**config.mk**
```make
export PLATFORM = sky130hd
export DESIGN_NAME = tqvp_rebeccargb_intercal_select
export DESIGN_NICKNAME = d
export VERILOG_FILES = /design/src/rtl/tqvp_rebeccargb_intercal_select.sv
export SDC_FILE = /design/constraint.sdc
export NUM_CORES = 1
export LEC_CHECK = 0
export BUFFER_PORTS_ARGS = -buffer_cell sky130_fd_sc_hd__buf_2
export CAP_MARGIN = 20
export CORE_ASPECT_RATIO = 2
export CORE_UTILIZATION = 55
export DETAILED_ROUTE_END_ITERATION = 10
export PLACE_DENSITY = 0.75
export SLEW_MARGIN = 20
export SYNTH_ARGS = -nofsm -noshare
export SYNTH_HDL_FRONTEND = slang
export SYNTH_SLANG_ARGS = --single-unit
```
**constraint.sdc**
```tcl
create_clock -name clk -period 2.95 [get_ports clk]
set_input_delay 0.4425 -clock clk [delete_from_list [all_inputs] [get_ports clk]]
set_output_delay 0.4425 -clock clk [all_outputs]
set_load 0.01 [all_outputs]
```
**src/rtl/tqvp_rebeccargb_intercal_select.sv**
```systemverilog
// INTERCAL select (~) and unmingle engine for the TinyQV peripheral bus.
// Both operations walk VALUE one bit per cycle for 32 cycles.
module tqvp_rebeccargb_intercal_select (
  input  logic        clk,
  input  logic        rst_n,
  input  logic [7:0]  ui_in,
  output logic [7:0]  uo_out,
  input  logic [5:0]  address,
  input  logic [31:0] data_in,
  input  logic [1:0]  data_write_n,
  input  logic [1:0]  data_read_n,
  output logic [31:0] data_out,
  output logic        data_ready
);

  localparam logic [5:0] AddrValueLo = 6'h00;
  localparam logic [5:0] AddrValueHi = 6'h02;
  localparam logic [5:0] AddrMaskLo  = 6'h04;
  localparam logic [5:0] AddrMaskHi  = 6'h06;
  localparam logic [5:0] AddrCtrl    = 6'h08;
  localparam logic [5:0] AddrResLo   = 6'h0C;
  localparam logic [5:0] AddrResHi   = 6'h0E;

  localparam logic [1:0] Width16   = 2'b01;
  localparam logic [1:0] Width32   = 2'b10;
  localparam logic [1:0] WidthNone = 2'b11;

  logic [31:0] value_q, value_d;
  logic [31:0] mask_q, mask_d;
  logic [31:0] vsh_q, vsh_d;
  logic [31:0] msh_q, msh_d;
  logic [31:0] result_q, result_d;
  logic [4:0]  idx_q, idx_d;
  // Pack index and popcount are the same quantity during SELECT.
  logic [5:0]  pop_q, pop_d;
  logic        busy_q, busy_d;
  logic        done_q, done_d;
  logic        mode_q, mode_d;

  logic wr16, wr32, wr_any, rd16, rd32, rd_any;
  logic res_addr, res_read_ok;
  logic unused_ui;

  assign unused_ui = ^ui_in;
  assign uo_out    = 8'h00;

  assign wr16   = (data_write_n == Width16);
  assign wr32   = (data_write_n == Width32);
  assign wr_any = (data_write_n != WidthNone);
  assign rd16   = (data_read_n == Width16);
  assign rd32   = (data_read_n == Width32);
  assign rd_any = (data_read_n != WidthNone);

  assign res_addr    = (address == AddrResLo) || (address == AddrResHi);
  assign data_ready  = !(busy_q && rd_any && res_addr);
  assign res_read_ok = rd_any && (((address == AddrResLo) && (rd16 || rd32)) ||
                                  ((address == AddrResHi) && rd16));

  always_comb begin
    value_d  = value_q;
    mask_d   = mask_q;
    vsh_d    = vsh_q;
    msh_d    = msh_q;
    result_d = result_q;
    idx_d    = idx_q;
    pop_d    = pop_q;
    busy_d   = busy_q;
    done_d   = done_q;
    mode_d   = mode_q;

    if (busy_q) begin
      if (mode_q) begin
        // Even bits fill the low half, odd bits the high half.
        result_d[{idx_q[0], idx_q[4:1]}] = vsh_q[0];
      end else if (msh_q[0]) begin
        result_d[pop_q[4:0]] = vsh_q[0];
        pop_d                = pop_q + 6'd1;
      end
      vsh_d = vsh_q >> 1;
      msh_d = msh_q >> 1;
      idx_d = idx_q + 5'd1;
      if (idx_q == 5'd31) begin
        busy_d = 1'b0;
        done_d = 1'b1;
      end
    end else begin
      if (res_read_ok) done_d = 1'b0;

      if ((address == AddrValueLo) && wr32) value_d = data_in;
      else if ((address == AddrValueLo) && wr16) value_d[15:0] = data_in[15:0];
      else if ((address == AddrValueHi) && wr16) value_d[31:16] = data_in[15:0];

      if ((address == AddrMaskLo) && wr32) mask_d = data_in;
      else if ((address == AddrMaskLo) && wr16) mask_d[15:0] = data_in[15:0];
      else if ((address == AddrMaskHi) && wr16) mask_d[31:16] = data_in[15:0];

      if ((address == AddrCtrl) && wr_any && (data_in[0] || data_in[1])) begin
        vsh_d    = value_q;
        msh_d    = mask_q;
        result_d = 32'h0;
        idx_d    = 5'd0;
        pop_d    = 6'd0;
        busy_d   = 1'b1;
        done_d   = 1'b0;
        mode_d   = !data_in[0];
      end
    end
  end

  always_comb begin
    data_out = 32'h0;
    if (data_ready && rd_any) begin
      case (address)
        AddrCtrl:  data_out = {18'h0, pop_q, 5'h0, mode_q, done_q, busy_q};
        AddrResLo: begin
          if (rd32)      data_out = result_q;
          else if (rd16) data_out = {16'h0, result_q[15:0]};
        end
        AddrResHi: if (rd16) data_out = {16'h0, result_q[31:16]};
        default:   data_out = 32'h0;
      endcase
    end
  end

  always_ff @(posedge clk or negedge rst_n) begin
    if (!rst_n) begin
      value_q  <= 32'h0;
      mask_q   <= 32'h0;
      vsh_q    <= 32'h0;
      msh_q    <= 32'h0;
      result_q <= 32'h0;
      idx_q    <= 5'd0;
      pop_q    <= 6'd0;
      busy_q   <= 1'b0;
      done_q   <= 1'b0;
      mode_q   <= 1'b0;
    end else begin
      value_q  <= value_d;
      mask_q   <= mask_d;
      vsh_q    <= vsh_d;
      msh_q    <= msh_d;
      result_q <= result_d;
      idx_q    <= idx_d;
      pop_q    <= pop_d;
      busy_q   <= busy_d;
      done_q   <= done_d;
      mode_q   <= mode_d;
    end
  end

endmodule

```
==> reports/results.md, run 1 <==
| Parameter | This run |
|:---|:---|
| Number of cell rows | 65 |
| Nets | 1038 |
| Post-detailed-placement half-perimeter wirelength | 15.0 mm |
| PostCTS Resize Cnt | 0 |
| Per-instance average area after synthesis | 9.62 um^2 |
| Number of flops mapped to enable cells by yosys | 0 |
| Via-to-Cell Ratio | 5.91 |
| Leading register cell type out of synthesis | dfrtp_1 |
| Number of max-cap violations | 0 |
| # hold bufs at CTS | 0 |
| Largest net degree at the start of global routing | 83 |
| Total number of vias | 7046 |
| Top-level port count | 93 |
| Initial Util | 56.6% |
| Worst max-slew margin expressed relative to the limit | 52.5% |
| Count of placed standard cells in the final layout, fillers left out | 1192 |
| Classification of the worst setup path | primary input to output pin |
| Remaining global-route overflow | 0 |
| Sort of element at the end of the critical path | output pin |
| Floorplan die height | 183 um |
| Overall global routing resource usage | 27.6% |
| Unrepaired setup endpoints after global routing | false |
| CTS H-Tree Depth | 4 |
| Number of nets still failing antenna checks after routing | 0 |
| Combined area of all synthesized cells | 0.00897 mm^2 |
| Root buffer cell | clkbuf_16 |
| Critical path launch point type | primary input |
| Power density over the cells | 826 mW/mm^2 |
| Die X | 92.3 um |
| Vias in the first global route | 6982 |
| Cell types occupying the most area after synthesis | dfrtp_1 (49%), mux2i_1 (7.4%), a21oi_1 (6.5%) |
| IO Port Bufs | 76 |
| Worst hold-check path type | primary input to asynchronous set/reset pin |
| CTS sink count | 174 |
| Top cells by instance count after synthesis | dfrtp_1 (174), nand2_1 (146), a21oi_1 (116), mux2i_1 (66), nor2b_1 (63) |
| Critical path data arrival time | 2230 ps |
| Filler instances | 1341 |
| Area used by multi-input combinational logic | 0.00427 mm^2 |
| Final setup violation count | 0 |
| Ordered cell list for the critical path | buf_2, or4_1, nor2_1, buf_4, a222oi_1, nor2_1, buf_2 |
| Biggest cell delay along the critical path | 670 ps |
| Max Fanout on Critical Path | 18 |
| Finished layout cell area | 0.0101 mm^2 |
| Global-route wire length before repair | 35.5 mm |
| Instance area at placement | 0.00950 mm^2 |
| Total DRC errors in the routed layout | 0 |
| Growth of design area from synthesis to finish | 12.4% |
| Placer congestion estimate | 0.882 |
| Clock transition at the registers of the reported paths | 60 ps |
| Die outline area | 0.0169 mm^2 |
| FF+latch count, synth | 174 |
| Leakage | 4.92 nW |
| Number of library cell types mapped by synthesis | 49 |
| Worst path slowest cell | or4_1 |
| Maximum vdd drop | 675 uV |
| Most frequent cell after synthesis | dfrtp_1 |
| Instance count of the mapped netlist | 932 |
| Number of antenna violations at the first check in global routing | 1 |
| Number of synthesis warnings | 0 |
| Share of synthesized registers carrying an async set or reset | 100% |
| Time the worst path needs with I/O delays and setup | 2680 ps |
| Highest achievable clock rate | 374 MHz |
| Number of violations reported at the end of detailed-routing iteration 0 | 423 |
| Total negative slack for setup checks | 0 ps |
| Maximum clock path buffer count | 2 |
| Fraction of the core area covered by cells at the end of the flow | 63.6% |
| Post-CTS setup buffer count | 0 |
| Sequential cell area | 0.00436 mm^2 |
| Post-synth top area share | 48.5% |
| Final wirelength | 22.2 mm |
| Sequential share of the synthesized area | 48.5% |
| Placed cells | 1159 |
| Num CTS Buffers | 17 |
| Count of endpoints failing hold in the final timing report | 3 |
| Final slew viol count | 0 |
| Final hold slack | -4.68 ps |
| Worst setup skew after layout | 9.98 ps |
| TritonRoute pass-1 iters | 5 |
| Top cell type by total area after synthesis | dfrtp_1 |
| Result of the run | finished with violations |
| Required time of the worst setup path | 2510 ps |
| Actual slew at the worst max-slew pin | 713 ps |
| Share of cells above drive strength 1 | 18.1% |
| Clock tree from TritonCTS | yes |
| Detailed-route wire length per cell | 18.6 um |
| Core outline area | 0.0159 mm^2 |
| Failing checks | hold timing |
| Post-route fraction of the period consumed by the critical path | 90.7% |
| Later-pin clock latency in the skew report | 430 ps |
## kinds of logic (layout without fill, tap and decap cells)
group | count (synthesis) | count (layout) | synth area share (%)
AND/OR/NAND/NOR | 304 | 304 | 17.0
AO/OA/AOI/OAI | 256 | 256 | 16.9
flip-flops | 174 | 174 | 48.5
multiplexers | 98 | 98 | 11.4
buffers and inverters | 85 | 136 | 4.42
adder cells (fa/ha/maj) | 9 | 9 | 1.26
XOR/XNOR | 5 | 5 | 0.488
other | 1 | 9 | 0.0418
## sequential cells by signal, indices dropped and copies added, names as in the netlist
| register | count |
|---|---|
| busy_q | 1 |
| mask_q | 32 |
| idx_q | 5 |
| result_q | 32 |
| value_q | 32 |
| pop_q | 6 |
| msh_q | 32 |
| mode_q | 1 |
| done_q | 1 |
| vsh_q | 32 |
## per-stage QoR
stage / worst slack [ps] / total power, mW
floorplan: 427 / 5.48
global placement: 324 / 6.00
detailed placement: 292 / 6.11
CTS: 282 / 8.37
global route: 199 / 8.83
finish: 273 / 8.33
## worst paths after layout
kind,from,to,slack [ps],depth (start not counted)
max,address[1],data_out[9],270,7
min,rst_n,result_q[25]$_DFFE_PN0P_,-5,1
max reg2reg,busy_q$_DFF_PN0_,vsh_q[15]$_DFFE_PN0P_,920,3
min reg2reg,mask_q[16]$_DFFE_PN0P_,mask_q[16]$_DFFE_PN0P_,480,2
max in group asynchronous,rst_n,busy_q$_DFF_PN0_,2050,2
min in group clk,data_in[0],mode_q$_DFFE_PN0P_,270,2
## routing by layer
| layer | track usage [%] | share of wire [%] | wire, um |
|---|---|---|---|
| met3 | 4.46 | 3.8 | 849 |
| met5 | 0 | 0 | 0 |
| met4 | 11.3 | 3.0 | 660 |
| met1 | 29.7 | 37 | 8290 |
| met2 | 52.4 | 56 | 12400 |
## cells in the final DEF (no fill, tap or decap), types with 10 or more instances in the layout
cell / synthesis / routed
mux2i_1: 66 / 66
buf_4: 8 / 21
dfrtp_1: 174 / 173
mux2_2: 32 / 32
o21ai_0: 23 / 23
clkbuf_16: 0 / 17
nor2b_1: 63 / 63
nand3b_1: 10 / 10
nand2_1: 146 / 146
buf_2: 6 / 75
a31oi_1: 12 / 12
and2_1: 16 / 16
o21ai_1: 15 / 15
a21oi_1: 116 / 116
nor2_1: 26 / 25
a21o_1: 32 / 32
o22ai_1: 32 / 32
## critical path, delay by kind of cell
kind,cells,cell delay (ps)
simple gates,3,1030
buf+inv,3,600
compound gates,1,160
## area by class of cell
type                       instances  share of cell area (%)
antenna                            1                  0.0248
clock buffer                      20                    4.43
clock inverter                    12                    1.34
inverter                           4                   0.149
multi-input combinational        680                    42.3
sequential                       174                    43.2
tap                              201                    2.49
timing repair buffer             100                    5.99
## power breakdown
| group | internal (mW) | switching, mW |
|---|---|---|
| sequential | 3.10 | 0.687 |
| combinational | 1.01 | 1.29 |
| clock | 1.28 | 0.959 |
| total | 5.39 | 2.94 |
No activity file was read; power rests on OpenSTA's default activity.
==> inputs of run 2 (changes only) <==
- MAX_ROUTING_LAYER: default -> met4
==> reports/results.md, run 2 (synthesis results as in run 1) <==
| Parameter | This run |
|:---|:---|
| First element of the critical path | address[1] |
| Classification of the worst setup path | primary input to output pin |
| Power density over the cells | 827 mW/mm^2 |
| Failing checks | hold timing |
| Internal power of the cells | 5.39 mW |
| PostCTS Resize Cnt | 0 |
| Actual slew at the worst max-slew pin | 724 ps |
| Final wirelength | 22.2 mm |
| Maximum clock path buffer count | 2 |
| Count of endpoints failing hold in the final timing report | 3 |
| Worst setup skew after layout | 8.21 ps |
| Relative contribution of sequential cells to total power | 45.5% |
| Result of the run | finished with violations |
| Total DRC errors in the routed layout | 0 |
| Final slew viol count | 0 |
| Clock tree from TritonCTS | yes |
| Root buffer cell | clkbuf_16 |
| Final setup violation count | 0 |
| Worst max-slew margin expressed relative to the limit | 51.8% |
| Max Fanout on Critical Path | 18 |
| Highest-count cells in the layout ignoring fill and taps | dfrtp_1 (173), nand2_1 (146), a21oi_1 (116) |
| Net switching power of the design | 2.95 mW |
| # hold bufs at CTS | 0 |
| Number of antenna violations at the first check in global routing | 1 |
| Later-pin clock latency in the skew report | 430 ps |
| Required time of the worst setup path | 2510 ps |
| Post-detailed-placement half-perimeter wirelength | 15.0 mm |
| Post-CTS setup buffer count | 0 |
| Nets | 1038 |
| Maximum vdd drop | 677 uV |
| Time the worst path needs with I/O delays and setup | 2680 ps |
| Growth of design area from synthesis to finish | 12.4% |
| Critical path data arrival time | 2240 ps |
| Num CTS Buffers | 17 |
| Initial Util | 56.6% |
| Final hold slack | -5.32 ps |
| Overall global routing resource usage | 28.4% |
| Share of cells above drive strength 1 | 18.1% |
| Number of nets still failing antenna checks after routing | 0 |
| Top-level port count | 93 |
| WL met1 | 8.20 mm |
| Commonest non-fill, non-tap cell in the layout | dfrtp_1 |
| Net Sw Frac | 35.3% |
| Total negative slack for setup checks | 0 ps |
| Topmost layer with routed signal wires | met4 |
| Via-to-Cell Ratio | 5.91 |
| IO Port Bufs | 76 |
| Placer congestion estimate | 0.896 |
| Post-route fraction of the period consumed by the critical path | 90.9% |
| Power share of the combinational group | 27.7% |
| Source of the worst register-to-register timing path | busy_q$_DFF_PN0_ |
| Core outline area | 0.0159 mm^2 |
| Number of cell rows | 65 |
| Number of violations reported at the end of detailed-routing iteration 0 | 443 |
| Detailed-route wire length per cell | 18.6 um |
| Filler instances | 1341 |
| Clock transition at the registers of the reported paths | 60 ps |
| Remaining global-route overflow | 0 |
| Total design power | 8.34 mW |
| Met3 wire length | 950 um |
| Worst hold-check path type | primary input to asynchronous set/reset pin |
| Highest achievable clock rate | 373 MHz |
| Unrepaired setup endpoints after global routing | false |
| Critical path launch point type | primary input |
| Sort of element at the end of the critical path | output pin |
| Total number of vias | 7039 |
| TritonRoute pass-1 iters | 6 |
| Largest net degree at the start of global routing | 83 |
| Leakage | 4.92 nW |
| Met2 routed WL | 12.4 mm |
| Vias in the first global route | 7006 |
| Floorplan die height | 183 um |
| Proportion of power drawn by the clock network | 26.8% |
| CTS H-Tree Depth | 4 |
| Global-route wire length before repair | 35.5 mm |
| Number of max-cap violations | 0 |
| Die X | 92.3 um |
| CTS sink count | 174 |
| Die outline area | 0.0169 mm^2 |
run 2: area by class of cell:
class                   count  area, um^2  share of cell area, %
well taps                 201         251                   2.49
clock buffers              20         447                   4.43
inverters                   4        15.0                  0.149
clock inverters            12         135                   1.34
diodes                      1        2.50                 0.0248
flip-flops and latches    174        4360                   43.2
multi-input cells         680        4270                   42.3
repair buffers            100         604                   5.99
run 2: worst max-delay path, stage by stage:
cell and delay (ps):
buf_2 140, or4_1 660, nor2_1 230, buf_4 310
a222oi_1 160, nor2_1 130, buf_2 150
run 2: power groups by stage:
| stage | logic (mW) | registers, mW | clock network [mW] |
|---|---|---|---|
| floorplan | 2.02 | 3.46 | 0 |
| global route | 2.58 | 3.88 | 2.36 |
| CTS | 2.31 | 3.77 | 2.28 |
| global placement | 2.22 | 3.78 | 0 |
| finish | 2.31 | 3.79 | 2.23 |
| detailed placement | 2.30 | 3.81 | 0 |
run 2: path summary, 6_finish.rpt:
| kind | cells past startpoint | endpoint | slack [ps] |
|---|---|---|---|
| min in group clk | 2 | mode_q$_DFFE_PN0P_ | 270 |
| worst max register to register | 3 | vsh_q[15]$_DFFE_PN0P_ | 920 |
| worst min-delay path | 1 | result_q[25]$_DFFE_PN0P_ | -5 |
| worst min register to register | 2 | mask_q[16]$_DFFE_PN0P_ | 480 |
| max in group asynchronous | 2 | busy_q$_DFF_PN0_ | 2050 |
| worst max-delay path | 7 | data_out[9] | 270 |
run 2: stage by stage:
stage	cells	worst slack, ps	instance area, um^2	hold WS [ps]	utilization (%)
6_report	1192	270	10100	-5.32	63.6
5_1_grt	1192	199	10100	38.4	63.6
4_1_cts	1191	282	10100	8.23	63.6
3_5_place_dp	1159	292	9500	465	59.9
3_3_place_gp	1159	324	9500	462	59.9
2_1_floorplan	939	427	8990	147	-
run 2: layer usage:
layer	global-route usage, %	vias to the layer above
met5	-	-
met4	11.4	0
met3	4.25	50
met2	52.4	222
met1	29.8	3418
li1	-	3349
